[config.mk]
export PLATFORM = sky130hd
export DESIGN_NAME = request_encoder16to4
export DESIGN_NICKNAME = d
export VERILOG_FILES = /design/src/rtl/request_encoder16to4.sv
export SDC_FILE = /design/constraint.sdc
export NUM_CORES = 1
export LEC_CHECK = 0
export ABC_AREA = 1
export BUFFER_PORTS_ARGS = -buffer_cell sky130_fd_sc_hd__buf_4
export CORE_MARGIN = 8
export CORE_UTILIZATION = 65
export CTS_CLUSTER_SIZE = 25
export DETAILED_ROUTE_END_ITERATION = 7
export GPL_TIMING_DRIVEN = 0
export HOLD_SLACK_MARGIN = 0.05
export PLACE_DENSITY = 0.95
export SYNTH_ARGS = -nofsm -noshare
export SYNTH_HDL_FRONTEND = slang
export SYNTH_SLANG_ARGS = --single-unit
[constraint.sdc]
create_clock -name Clock -period 7.68 [get_ports Clock]
set_input_delay 1.152 -clock Clock [delete_from_list [all_inputs] [get_ports Clock]]
set_output_delay 1.152 -clock Clock [all_outputs]
set_load 0.005 [all_outputs]
[src/rtl/request_encoder16to4.sv]
// Sequential 16-to-4 request encoder: sticky pending register, one grant at a
// time with a Valid/Ack handshake, rotating or fixed priority.
module request_encoder16to4 #(
    parameter bit ROUND_ROBIN = 1'b1
) (
    input  logic        Clock,
    input  logic        Resetn,
    input  logic        En,
    input  logic [15:0] w,
    input  logic        Ack,
    output logic [3:0]  y,
    output logic        Valid,
    output logic        Multi
);

    typedef enum logic {
        IDLE  = 1'b0,
        GRANT = 1'b1
    } state_t;

    state_t      state_q, state_d;
    logic [15:0] pend_q, pend_d;
    logic [3:0]  y_q, y_d;
    logic [3:0]  ptr_q, ptr_d;
    logic        multi_q, multi_d;

    logic [15:0] req;
    logic [15:0] rest;
    logic [3:0]  base;
    logic [3:0]  idx;
    logic [3:0]  sel;
    logic        found;
    logic        take;

    // Selection sees the pointer already advanced past an acked grant, so a
    // back-to-back grant rotates correctly in the same cycle.
    always_comb begin
        req   = pend_q | (En ? w : 16'h0000);
        take  = (state_q == IDLE) || Ack;
        ptr_d = ptr_q;
        if (state_q == GRANT && Ack)
            ptr_d = y_q + 4'd1;
        base  = ROUND_ROBIN ? ptr_d : 4'd0;
        sel   = base;
        idx   = base;
        found = 1'b0;
        for (int i = 0; i < 16; i++) begin
            idx = base + 4'(i);
            if (!found && req[idx]) begin
                sel   = idx;
                found = 1'b1;
            end
        end
        rest = req & ~(16'd1 << sel);
    end

    always_comb begin
        state_d = state_q;
        pend_d  = req;
        y_d     = y_q;
        multi_d = multi_q;
        case (state_q)
            IDLE, GRANT: begin
                if (take) begin
                    if (found) begin
                        state_d = GRANT;
                        y_d     = sel;
                        pend_d  = rest;
                        multi_d = |rest;
                    end else begin
                        state_d = IDLE;
                        pend_d  = 16'h0000;
                        multi_d = 1'b0;
                    end
                end
            end
            default: state_d = IDLE;
        endcase
    end

    always_ff @(posedge Clock or negedge Resetn) begin
        if (!Resetn) begin
            state_q <= IDLE;
            pend_q  <= 16'h0000;
            y_q     <= 4'd0;
            ptr_q   <= 4'd0;
            multi_q <= 1'b0;
        end else begin
            state_q <= state_d;
            pend_q  <= pend_d;
            y_q     <= y_d;
            ptr_q   <= ptr_d;
            multi_q <= multi_d;
        end
    end

    assign y     = y_q;
    assign Valid = (state_q == GRANT);
    assign Multi = multi_q;

endmodule

# Yosys cells after proc, flatten, opt, wreduce, memory -nomap -nowiden

Index checks and enable logic that the tools add are counted.

Flip-flop bits (word level): 26
Bits of input ports: 20
Word-level logic and storage cells: 145
Output and inout bits: 6

Bitwise logic cells: 4
Multiplexer cells: 69
Order comparisons: 16
Reduce and logical (&&, ||, !) cells: 34
Shift operators: 1
$add $sub $neg: 16

Operators by type and width:

| kind                   | number |
|---|---|
| $lt A4 B5 Y1 const B   | 16 |
| $bmux W1 S4            | 16 |
| $mux W4                | 16 |
| $mux W16               | 3 |
| $mux W1                | 34 |
| $add A4 B4 Y4 const B  | 8 |
| $add A4 B3 Y4 const B  | 4 |
| $and A16 B16 Y16       | 1 |
| $logic_and A1 B1 Y1    | 16 |
| $not A16 Y16           | 1 |
| $or A16 B16 Y16        | 1 |
| $reduce_or A16 Y1      | 1 |
| $shl A1 B4 Y16 const A | 1 |
| $logic_not A1 Y1       | 15 |
| $add A4 B1 Y4 const B  | 2 |
| $add A4 B2 Y4 const B  | 2 |
| $reduce_and A2 Y1      | 1 |
| $logic_or A1 B1 Y1     | 1 |
| $not A1 Y1             | 1 |

# Depth between registers and ports, before layout

Word-level depth: 55
Depth in mapped cells: 39
Mapped depth without buffers: 38

# Least setup slack after synthesis

Ideal clock, no wire load.

Path type: input to register
Start: in Ack
End: reg multi_q, in the netlist Multi
Slack: 3,145 ps
Path buffers: 1
Stages on the path: 31
Arrival time: 4,418 ps
Data required time: 7,563 ps
Path through: nand2_4 nand2_1 nand2_2 buf_2 ha_1 inv_1 nand3_1 nand2_1 nand2_1 nand2_1 nand2_1 nand2_1 nand3_4 nor2_8 nand4_4 nor2_4 nand4_4 nor3_4 nand3_1 nor2_1 nor2_1 nand2_2 nand3_1 a21oi_1 nand2_1 nand2_1 nand3_1 nor2_1 nand3_1 nand2_1 nand2_1

Word-level cells in the longest chain between the ends: 55
Elaborated cells on any way between the ends: 116
Those cells by class: add/sub: 15; shift: 1; mux: 65; bitwise: 2; reduce/logical: 33

Ends and longest elaborated chain:

| what                                                   | line | text |
|---|---|---|
| start, declared                                        | 10   | `input logic Ack,` |
| $logic_and A1 B1 Y1 (*)                                | 41   | `if (state_q == GRANT && Ack)` |
| $mux W4 (*)                                            | 41   |  |
| net base[1]                                            | 29   | `logic [3:0] base;` |
| branches (longest 52 deep; another with $add A4 B1 Y4) | -    |  |
| $mux W1 (*)                                            | 65   | `if (found) begin` |
| end signal, assigned                                   | 93   | `multi_q <= multi_d;` |
| end, declared                                          | 25   | `logic multi_q, multi_d;` |

Mark *: on every way through the listed nets, which the timed path passes. The select of a mux whose other input is x is not followed.
A chain may end at the register's enable or synchronous reset.

# Worst setup path in the final report

Same ends and word-level chain as after synthesis.

==> metrics.md <==
| Metric | Value |
|---|---|
| Post-synth top flop | dfrtp_1 |
| Yosys warnings | 0 |
| Net count, final | 740 |
| Clock Latency Late Sink | 0.28 ns |
| Post-DP HPWL | 10,400 um |
| Crit path launch type | primary input |
| Crit path arrival time | 5.77 ns |
| DR vias/cell | 6.088 |
| Layout cells sized above 1 | 11.59% |
| Worst slew pin tran | 0.7000 ns |
| Die ar. | 8541 sq um |
| IO Port Bufs | 24 |
| DR iter-0 viols | 657 |
| WL final | 13,100 um |
| R2R depth | 34 |
| Global route total overflow | 0 |
| Post-synth ARST share | 100.0% |
| DR DRC count | 0 |
| Clk buf depth | 2 |
| Status | completed |
| Mapped Nets | 711 |
| Largest net degree at the start of global routing | 27 |
| Clock skew | 0.01112 ns |
| Yosys reg bits | 26 |
| FP Rows | 28 |
| CP Launch Point | Ack |
| Post-synth EDFFs | 0 |
| Setup crit end kind | flip-flop |
| Most frequent CP cell | nand2_1 |
| Hold Fails Final Rpt | 0 |
| Max_cap viols | 0 |
| Cell count of the worst hold path | 2 |
| Crit path max-delay cell type | ha_1 |
| Mapped Avg Cell Area | 5.510 sq um |
| Register area share after synthesis | 17.14% |
| RSZ-0062 raised after global routing | no |
| Final setup viols | 0 |
| Yosys cell types | 37 |
| # diodes | 0 |
| Final GP Congestion | 1.050 |
| CTS hold repair buffers | 0 |
| Slew margin rel. | 53.00% |
| TritonCTS clock tree | done |
| Postcts setup bufs | 0 |
| Routed via count | 4,816 |
| Starting Density | 65.67% |
| ANT nets after route | 0 |
| Crit path time final | 5.605 ns |
| Min-delay src | Multi |
| Total CTS buffers | 3 |
| DR WL/cell | 16.57 um |
| Post-Synthesis Cell Area | 3796 sq um |
| Max stage delay on crit path | 0.55 ns |
| Io pins | 26 |
| Reg clk slew, reported paths | 0.08 ns |
| Htree depth | 1 |
| Resize count post-CTS | 0 |
| Period Utilization, post-route | 72.98% |
| Initial antenna violation count | 0 |
| CP Class | in2reg |
| Finished Core Util | 71.13% |
| Syn Inst Count | 689 |
| Clock sinks | 26 |
| Max Clk Rate | 0.1784 GHz |
| Vias in the first global route | 4,595 |
| Final Max Slew Viols | 0 |
| Fillers | 561 |
| CORE AREA | 5781 sq um |
| Overall Global Routing Usage | 30.80% |
| Global-route wire length before repair | 21,380 um |
| CTS root buf | clkbuf_8 |
| Crit Reg-Reg Startpoint | y[0] |
| TritonRoute pass-1 iters | 5 |
| Die H | 92.42 um |
| Die width | 92.42 um |
| Worst EP required | 7.85 ns |
| Area delta synth->final | 8.306% |
| Setup TNS | 0 ns |
| Hold Path Class | reg2reg |
| Crit Path Max Fanout | 11 |
## Yosys cell counts (3+ instances only)
cell      number  area share (%)
a21boi_0       3            0.59
a21o_1         7             1.4
a21oi_1       25             3.3
a31oi_1        4            0.66
buf_2          3            0.40
buf_4          3            0.59
buf_6          4             1.2
clkbuf_1       5            0.49
dfrtp_1       26              17
inv_1         66             6.5
inv_2          4            0.40
nand2_1      311              31
nand2_2       15             2.5
nand2_4        4             1.2
nand3_1      110              15
nand3_2        7             1.8
nand4_1       17             2.8
nor2_1        31             3.1
nor2_4         3            0.89
o21ai_0       14             1.8
o21ai_1        3            0.40
## cell type report
cell class / count / area (sq um) / share of cell area (%)
multi-input cells: 577 / 2778 / 67.56
flip-flops and latches: 26 / 650.6 / 15.82
inverters: 71 / 266.5 / 6.482
repair buffers: 24 / 180.2 / 4.382
plain buffers: 15 / 101.3 / 2.465
well taps: 75 / 93.84 / 2.282
clock buffers: 3 / 41.29 / 1.004
## cell usage in the layout (no fill, tap or decap), types with 2 or more instances in the layout
cell type and count:
nand2_4 4, nand3_4 2, o21ai_1 3, o21ai_2 2, buf_2 3, xnor2_1 2, o21ai_0 14, ha_1 2
a31oi_1 4, xor2_1 2, buf_6 4, nand4_4 2, a21o_1 7, nor2_4 3, dfrtp_1 26, buf_4 27
clkbuf_8 3, clkbuf_1 5, a21boi_0 3, inv_1 66, nor2_1 31, nand2_2 15, nand2_1 311, nand4_1 17
o21a_1 2, a21oi_1 25, nand3_2 7, inv_2 4, nor3_4 2, nand3_1 110
## path summary, 6_finish.rpt
kind	end	slack, ns
min in group asynchronous	pend_q[3]	0.77
worst min-delay path	Multi	0.49
worst max-delay path	Multi	2.08
worst min register to register	Multi	0.49
worst max register to register	Multi	2.33
max in group asynchronous	pend_q[8]	6.65
## cells by family (layout without fill, tap and decap cells)
family / count (synthesis) / in the layout / share of synthesized area, %
AOI/OAI and AO/OA: 63 / 63 / 9.888
buffers and inverters: 86 / 113 / 9.690
xor gates and xnor gates: 5 / 5 / 1.352
DFF: 26 / 26 / 17.14
adders and majority gates: 2 / 2 / 0.6591
and+or+nand+nor: 507 / 507 / 61.27
## worst max-delay path: cells and delay by family
family	cells	cell delay (ns)
buffers and inverters	3	0.63
adders and majority gates	1	0.55
AOI/OAI and AO/OA	1	0.20
and+or+nand+nor	30	3.22
## state kept, by name (all words and copies together) (netlist names)
| register | count |
|---|---|
| ptr_q | 4 |
| Multi | 1 |
| y | 4 |
| Valid | 1 |
| pend_q | 16 |
## stage by stage
step	hold WS (ns)	cell area, sq um	worst slack (ns)	cells
floorplan	0.4724	3796	3.145	689
global placement	0.4676	4070	2.136	788
detailed placement	0.4751	4070	2.047	788
CTS	0.4967	4111	2.312	791
global route	0.5259	4111	1.757	791
finish	0.4902	4111	2.075	791
## per-layer routing
| metal | global-route usage [%] | part of all wire [%] | vias up |
|---|---|---|---|
| met5 | 0 | 0 | - |
| li1 | - | - | 2285 |
| met1 | 38.67 | 39 | 2144 |
| met3 | 5.016 | 11 | 77 |
| met4 | 16.11 | 5.8 | 0 |
| met2 | 49.70 | 43 | 310 |
Power is left out: the tool's default activity adds up to more than one toggle a clock period on the data nets, which glitch-free logic cannot reach.
